**src/rtl/vdp18_pkg.sv**
```systemverilog
// Shared types and byte-building helpers for the VDP host sequencer.
// Address/data buses are [13:0]/[7:0]: VDP bit 0 (MSB) maps to vector bit 13/7.
package vdp18_pkg;

  typedef enum logic [1:0] {
    WR_REG  = 2'd0,
    WR_VRAM = 2'd1,
    RD_VRAM = 2'd2,
    RD_STAT = 2'd3
  } host_op_t;

  typedef enum logic [2:0] {
    RESYNC,
    IDLE,
    SETUP,
    STROBE,
    GAP
  } host_state_t;

  // Byte position within an op; WR_REG uses PH_HI (data) then PH_LAST (register byte).
  typedef enum logic [1:0] {
    PH_LO   = 2'd0,
    PH_HI   = 2'd1,
    PH_LAST = 2'd2
  } host_phase_t;

  localparam logic [1:0] CB_REG   = 2'b10;
  localparam logic [1:0] CB_WADDR = 2'b01;
  localparam logic [1:0] CB_RADDR = 2'b00;

  typedef struct packed {
    logic       mode;
    logic [7:0] cd;
  } host_byte_t;

  function automatic host_byte_t host_byte(host_op_t op, host_phase_t ph, logic [13:0] addr,
                                           logic [7:0] data);
    host_byte_t b;
    b.mode = 1'b1;
    b.cd   = addr[7:0];
    if (ph == PH_HI) begin
      case (op)
        WR_REG:  b.cd = data;
        WR_VRAM: b.cd = {CB_WADDR, addr[13:8]};
        default: b.cd = {CB_RADDR, addr[13:8]};
      endcase
    end else if (ph == PH_LAST) begin
      case (op)
        WR_REG:  b.cd = {CB_REG, 3'b000, addr[2:0]};
        WR_VRAM: begin
          b.cd   = data;
          b.mode = 1'b0;
        end
        RD_VRAM: begin
          b.cd   = 8'h00;
          b.mode = 1'b0;
        end
        default: b.cd = 8'h00;
      endcase
    end
    return b;
  endfunction

  function automatic logic op_reads(host_op_t op, host_phase_t ph);
    return (ph == PH_LAST) && ((op == RD_VRAM) || (op == RD_STAT));
  endfunction

  // Long gap after VRAM data and after the read-address byte that starts a VRAM prefetch.
  function automatic logic gap_is_data(host_op_t op, host_phase_t ph);
    return ((ph == PH_LAST) && ((op == WR_VRAM) || (op == RD_VRAM))) ||
           ((ph == PH_HI) && (op == RD_VRAM));
  endfunction

endpackage

```
**src/rtl/vdp18_host_addr_track.sv**
```systemverilog
// Mirrors the VDP auto-increment address so sequential same-direction
// VRAM accesses can skip the two-byte address setup.
module vdp18_host_addr_track (
  input  logic        clk,
  input  logic        rst,
  input  logic [13:0] chk_addr,
  input  logic        chk_rd,
  output logic        setup_req,
  input  logic        upd,
  input  logic [13:0] upd_addr,
  input  logic        upd_rd,
  input  logic        inval
);

  logic        valid_q;
  logic        rd_q;
  logic [13:0] addr_q;

  always_ff @(posedge clk or posedge rst) begin
    if (rst) begin
      valid_q <= 1'b0;
      rd_q    <= 1'b0;
      addr_q  <= '0;
    end else if (upd) begin
      valid_q <= 1'b1;
      rd_q    <= upd_rd;
      addr_q  <= upd_addr + 14'd1;
    end else if (inval) begin
      valid_q <= 1'b0;
    end
  end

  assign setup_req = !valid_q || (rd_q != chk_rd) || (addr_q != chk_addr);

endmodule

```
**src/rtl/vdp18_host_seq.sv**
```systemverilog
// Host-side sequencer: expands single-word requests into VDP CPU-port
// strobes with enforced strobe width and inter-access spacing.
module vdp18_host_seq
  import vdp18_pkg::*;
#(
  parameter int unsigned STROBE_CYCLES   = 3,
  parameter int unsigned CTRL_GAP_CYCLES = 2,
  parameter int unsigned DATA_GAP_CYCLES = 48
) (
  input  logic        clk_i,
  input  logic        reset_i,
  input  logic        req_valid_i,
  output logic        req_ready_o,
  input  logic [1:0]  req_op_i,
  input  logic [13:0] req_addr_i,
  input  logic [7:0]  req_data_i,
  output logic        rsp_valid_o,
  output logic [7:0]  rsp_data_o,
  output logic        csr_n_o,
  output logic        csw_n_o,
  output logic        mode_o,
  output logic [7:0]  cd_o,
  input  logic [7:0]  cd_i
);

  localparam logic [7:0] StrobeLd  = 8'(STROBE_CYCLES - 1);
  localparam logic [7:0] CtrlGapLd = 8'(CTRL_GAP_CYCLES - 1);
  localparam logic [7:0] DataGapLd = 8'(DATA_GAP_CYCLES - 1);

  host_state_t state_q, state_d;
  host_op_t    op_q, op_d;
  host_phase_t ph_q, ph_d;
  logic [13:0] addr_q, addr_d;
  logic [7:0]  data_q, data_d;
  logic [7:0]  cnt_q, cnt_d;
  logic        resync_q, resync_d;
  logic        csr_n_q, csr_n_d, csw_n_q, csw_n_d, mode_q, mode_d;
  logic [7:0]  cd_q, cd_d;
  logic        rsp_valid_q, rsp_valid_d;
  logic [7:0]  rsp_data_q, rsp_data_d;
  logic        setup_req, trk_upd, trk_inval;
  host_byte_t  nb;

  vdp18_host_addr_track u_track (
    .clk       (clk_i),
    .rst       (reset_i),
    .chk_addr  (req_addr_i),
    .chk_rd    (req_op_i == RD_VRAM),
    .setup_req (setup_req),
    .upd       (trk_upd),
    .upd_addr  (addr_q),
    .upd_rd    (op_q == RD_VRAM),
    .inval     (trk_inval)
  );

  always_comb begin
    state_d     = state_q;
    op_d        = op_q;
    ph_d        = ph_q;
    addr_d      = addr_q;
    data_d      = data_q;
    cnt_d       = cnt_q;
    resync_d    = resync_q;
    csr_n_d     = csr_n_q;
    csw_n_d     = csw_n_q;
    mode_d      = mode_q;
    cd_d        = cd_q;
    rsp_valid_d = 1'b0;
    rsp_data_d  = rsp_data_q;
    trk_upd     = 1'b0;
    trk_inval   = 1'b0;

    case (state_q)
      RESYNC: begin
        // Dummy status read clears the VDP's first/second-byte toggle.
        op_d     = RD_STAT;
        ph_d     = PH_LAST;
        resync_d = 1'b1;
        state_d  = SETUP;
      end
      IDLE: begin
        if (req_valid_i) begin
          op_d    = host_op_t'(req_op_i);
          addr_d  = req_addr_i;
          data_d  = req_data_i;
          state_d = SETUP;
          case (op_d)
            WR_REG: begin
              ph_d      = PH_HI;
              trk_inval = 1'b1;
            end
            WR_VRAM, RD_VRAM: ph_d = setup_req ? PH_LO : PH_LAST;
            default:          ph_d = PH_LAST;
          endcase
        end
      end
      SETUP: begin
        state_d = STROBE;
        cnt_d   = StrobeLd;
        csr_n_d = !op_reads(op_q, ph_q);
        csw_n_d = op_reads(op_q, ph_q);
      end
      STROBE: begin
        if (cnt_q == 8'd0) begin
          state_d = GAP;
          csr_n_d = 1'b1;
          csw_n_d = 1'b1;
          cnt_d   = gap_is_data(op_q, ph_q) ? DataGapLd : CtrlGapLd;
          if (op_reads(op_q, ph_q) && !resync_q) begin
            rsp_valid_d = 1'b1;
            rsp_data_d  = cd_i;
          end
          trk_upd = (ph_q == PH_LAST) && ((op_q == WR_VRAM) || (op_q == RD_VRAM));
        end else begin
          cnt_d = cnt_q - 8'd1;
        end
      end
      GAP: begin
        if (cnt_q == 8'd0) begin
          if (ph_q == PH_LAST) begin
            state_d  = IDLE;
            resync_d = 1'b0;
          end else begin
            ph_d    = host_phase_t'(ph_q + 2'd1);
            state_d = SETUP;
          end
        end else begin
          cnt_d = cnt_q - 8'd1;
        end
      end
      default: state_d = RESYNC;
    endcase

    // cd/mode only change while entering SETUP, so they never move with a strobe edge.
    nb = host_byte(op_d, ph_d, addr_d, data_d);
    if ((state_d == SETUP) && (state_q != SETUP)) begin
      cd_d   = nb.cd;
      mode_d = nb.mode;
    end
  end

  always_ff @(posedge clk_i or posedge reset_i) begin
    if (reset_i) begin
      state_q     <= RESYNC;
      op_q        <= WR_REG;
      ph_q        <= PH_LO;
      addr_q      <= '0;
      data_q      <= '0;
      cnt_q       <= '0;
      resync_q    <= 1'b0;
      csr_n_q     <= 1'b1;
      csw_n_q     <= 1'b1;
      mode_q      <= 1'b0;
      cd_q        <= '0;
      rsp_valid_q <= 1'b0;
      rsp_data_q  <= '0;
    end else begin
      state_q     <= state_d;
      op_q        <= op_d;
      ph_q        <= ph_d;
      addr_q      <= addr_d;
      data_q      <= data_d;
      cnt_q       <= cnt_d;
      resync_q    <= resync_d;
      csr_n_q     <= csr_n_d;
      csw_n_q     <= csw_n_d;
      mode_q      <= mode_d;
      cd_q        <= cd_d;
      rsp_valid_q <= rsp_valid_d;
      rsp_data_q  <= rsp_data_d;
    end
  end

  assign req_ready_o = (state_q == IDLE);
  assign rsp_valid_o = rsp_valid_q;
  assign rsp_data_o  = rsp_data_q;
  assign csr_n_o     = csr_n_q;
  assign csw_n_o     = csw_n_q;
  assign mode_o      = mode_q;
  assign cd_o        = cd_q;

endmodule
```
**config.mk**
```make
export PLATFORM = sky130hd
export DESIGN_NAME = vdp18_host_seq
export DESIGN_NICKNAME = d
export VERILOG_FILES = /design/src/rtl/vdp18_pkg.sv /design/src/rtl/vdp18_host_addr_track.sv /design/src/rtl/vdp18_host_seq.sv
export SDC_FILE = /design/constraint.sdc
export NUM_CORES = 1
export LEC_CHECK = 0
export BUFFER_PORTS_ARGS = -buffer_cell sky130_fd_sc_hd__buf_4
export CORE_MARGIN = 4
export CORE_UTILIZATION = 56
export DETAILED_ROUTE_END_ITERATION = 10
export GPL_TIMING_DRIVEN = 0
export PLACE_DENSITY = 0.84
export SLEW_MARGIN = 25
export SYNTH_ARGS = -nofsm -noshare
export SYNTH_HDL_FRONTEND = slang
export SYNTH_HIERARCHICAL = 1
export SYNTH_SLANG_ARGS = --single-unit
export TNS_END_PERCENT = 30
```
**constraint.sdc**
```tcl
create_clock -name clk_i -period 2.65 [get_ports clk_i]
set_clock_uncertainty 0.1 [all_clocks]
set_input_delay 0.53 -clock clk_i [delete_from_list [all_inputs] [get_ports clk_i]]
set_output_delay 0.53 -clock clk_i [all_outputs]
set_load 0.05 [all_outputs]
```
==> run_results.csv <==
group,metric,value,unit
job,maxCapViolations,0,
placement,dpl.hpwl,7.19,mm
clock_network,clock_latency,350,ps
global_routing,grt_max_degree,38,
critical_path,r2r_end,"cd_o[1]",
timing,grt_setup_unrepaired,"true",
finish,final_cells,563,
finish,nets,509,
synth,synth_cell_types,61,
critical_path,crit_family,"simple AND/OR/NAND/NOR gates",
power_and_ir_drop,powerDensity,1210,nW/µm²
power_and_ir_drop,power.leakage,2.27,nW
clock_network,cts_tree,"done",
detailed_routing,drtIter0Drc,171,
timing,clock.fmax,391,MHz
global_routing,antenna_found_initial,0,
status,status,"finished clean",
timing,setup_ws,90.4,ps
critical_path,regToRegStartpoint,"cnt_q[0]",
timing,fin_crit_sh,96.6,%
detailed_routing,wl_per_cell,18.1,µm
critical_path,cp_cell_sequence,"inv_1, ha_1, or3b_4, o211ai_4, nand2_1, or4_4, o21ai_0, a31oi_1",
detailed_routing,viasPerCell,5.91,
synth,synth_common_cells,"dfrtp_1 (72), nor2_1 (39), a21oi_1 (34)",
critical_path,critPathArrivalTime,2680,ps
critical_path,crit_fanout,4,
clock_network,cts_sinks,74,
placement,port_buffers,55,
critical_path,worstPathRequired,2770,ps
finish,post-route-util,70.8,%
timing,max-slew-margin-rel,55.9,%
floorplanning,rows,30,
timing,setup_viol_count_final,0,
critical_path,critPathKind,"flop to flop",
timing,final-max-slew-violation-count,0,
clock_network,htreeDepth,3,
detailed_routing,drc,0,
clock_network,post-cts-setup-buffer-count,0,
global_routing,grt_use_total,24.7,%
min_path,min_path_type,"input pin to async pin",
synth,synth_top_area_share,44.0,%
power_and_ir_drop,power.switching,2.63,mW
detailed_routing,totalWireLength,10.2,mm
power_and_ir_drop,p_sw_share,44.1,%
synth,synth_top_cell_by_area,"dfrtp_1",
floorplanning,die_w,93.5,µm
critical_path,cp_slowest_stage_delay,560,ps
synth,synth-async-reset-ratio,100,%
synth,synth_nets,442,
critical_path,reg2reg_slack,90,ps
synth,synth.most_common_cell,"dfrtp_1",
finish,drive_gt1_share,30.2,%
clock_network,clkTransAtPathRegs,80,ps
synth,synth-main-ff-cell,"dfrtp_1",
timing,worst_slew_pin_slew,661,ps
detailed_routing,first_pass_iters,4,
finish,antenna_cells,0,
critical_path,start_kind,"flop",
synth,synth_cells,395,
critical_path,worstRegToRegCells,8,
synth,syn_area,4090,µm²
floorplanning,io-pin-count,56,
power_and_ir_drop,seq_power_share,33.2,%
global_routing,first_global_vias,3331,
clock_network,cts_hold_buffers,0,
synth,synth_seq_area_share,45.3,%
detailed_routing,drt.antenna.violating_nets,0,
placement,dp.cells,547,
timing,hold_viol_final,0,
synth,yosysWarnings,6,
clock_network,numCtsBuffers,9,
floorplanning,core_area,6940,µm²
floorplanning,initial_core_util,59.0,%
clock_network,cts-root-buf,"clkbuf_8",
critical_path,end_kind,"flop",
timing,period_minus_slack,2560,ps
synth,avgSynthCellArea,10.4,µm²
synth,synth_edf_count,0,
synth,synth.area.top_cells,"dfrtp_1 (44%), xnor2_1 (5.6%), mux2_2 (5.2%)",
floorplanning,dieArea,8740,µm²
global_routing,grt_pass1_wl,16.6,mm
finish,area_growth,20.0,%
critical_path,cp_num_buf_inv,1,
clock_network,cts.path.max_buffers,2,
power_and_ir_drop,p_total,5.96,mW
power_and_ir_drop,pwr-share-comb,50.6,%
detailed_routing,detailroute.via_count,3329,
placement,gp_congestion,0.933,
critical_path,cp_slowest_cell,"or4_4",
power_and_ir_drop,p_int,3.33,mW
floorplanning,die_height,93.5,µm
placement,place_ws,-281,ps
power_and_ir_drop,clkPwrFrac,16.1,%
power_and_ir_drop,peakVddDrop,0.000797,V
synth,synth-seq-cells,74,
global_routing,grt_overflow,0,
-- per-stage QoR --
step	hold slack [ps]	cell area [µm²]	TNS [ps]
floorplan	343	4090	0
detailed placement	366	4650	-4640
CTS	48.8	4870	-58.9
global placement	359	4630	-13450
global route	64.6	4910	-76.5
finish	46.2	4910	0
-- power groups by stage --
stage / Clock [mW] / Combinational [mW] / Sequential (mW)
final: 0.962 / 3.02 / 1.98
after global routing: 1.03 / 3.28 / 2.04
after CTS: 0.970 / 2.94 / 1.97
after detailed placement: 0 / 2.86 / 1.99
after global placement: 0 / 2.78 / 1.96
after floorplan: 0 / 1.88 / 2.22
-- logic make-up after synthesis --
family                   count (synthesis)  share of synthesized area [%]
AND/OR/NAND/NOR                        113                           15.3
AO/OA/AOI/OAI                           85                           13.7
flip-flops                              74                           45.3
buffers and inverters                   42                           4.61
multiplexers                            39                           11.1
XOR/XNOR                                30                           6.42
adder cells (fa/ha/maj)                 12                           3.67
-- layer usage --
| layer | track usage [%] | wire, µm | part of all wire (%) |
|---|---|---|---|
| met1 | 34.5 | 4460 | 44 |
| met3 | 3.62 | 628 | 6.2 |
| met5 | 0 | 0 | 0 |
| met2 | 38.7 | 4920 | 48 |
| met4 | 9.65 | 206 | 2.0 |
-- layout make-up --
class	count	area (µm²)
timing repair buffer	56	433
inverter	27	104
clock inverter	5	78.8
fill	511	2030
tap	96	120
sequential	74	1850
multi-input combinational	279	2090
clock buffer	11	131
buffer	15	104
-- state kept, by name, indices dropped and copies added, names as in the netlist --
name,count
rsp_data_o,8
mode_o,1
csw_n_o,1
u_track/valid_q,1
u_track/addr_q,14
data_q,8
u_track/rd_q,1
ph_q,2
addr_q,14
resync_q,1
cnt_q,8
csr_n_o,1
op_q,2
state_q,3
rsp_valid_o,1
cd_o,8
-- how the worst max path moves through the flow --
stage           startpoint                end  slack, ps  cells after the start
2_1_floorplan  req_op_i[0]            cd_o[0]        190                     11
3_5_place_dp      cnt_q[0]  u_track/addr_q[9]       -280                     10
4_1_cts           cnt_q[0]            cd_o[1]        -30                      9
3_3_place_gp   req_op_i[0]            cd_o[1]       -250                     12
5_1_grt           cnt_q[0]            cd_o[6]        -40                      9
6_report          cnt_q[0]            cd_o[1]         90                      8
-- what timing repair did --
action                                  4_1_cts  5_1_grt
pin swaps                                     0        2
endpoints found under the setup margin       19       29
resized for setup                             6       18
-- worst register-to-register path: stages, from the launching register on --
cell      delay, ps
dfrtp_1         400
inv_1           140
ha_1            170
or3b_4          440
o211ai_4        210
nand2_1         100
or4_4           560
o21ai_0         180
a31oi_1         120
-- cell usage in the layout (no fill, tap or decap), types with 8 or more instances in the layout --
cell,instances
nand3_1,8
mux2_4,8
inv_1,25
buf_4,57
clkbuf_8,9
dfrtp_1,72
o21ai_0,9
mux2_2,19
nand2_1,19
ha_1,10
xnor2_1,26
nor2_1,39
mux2i_1,11
a21oi_1,33
nor3_1,12
No activity file was read; power rests on OpenSTA's default activity.
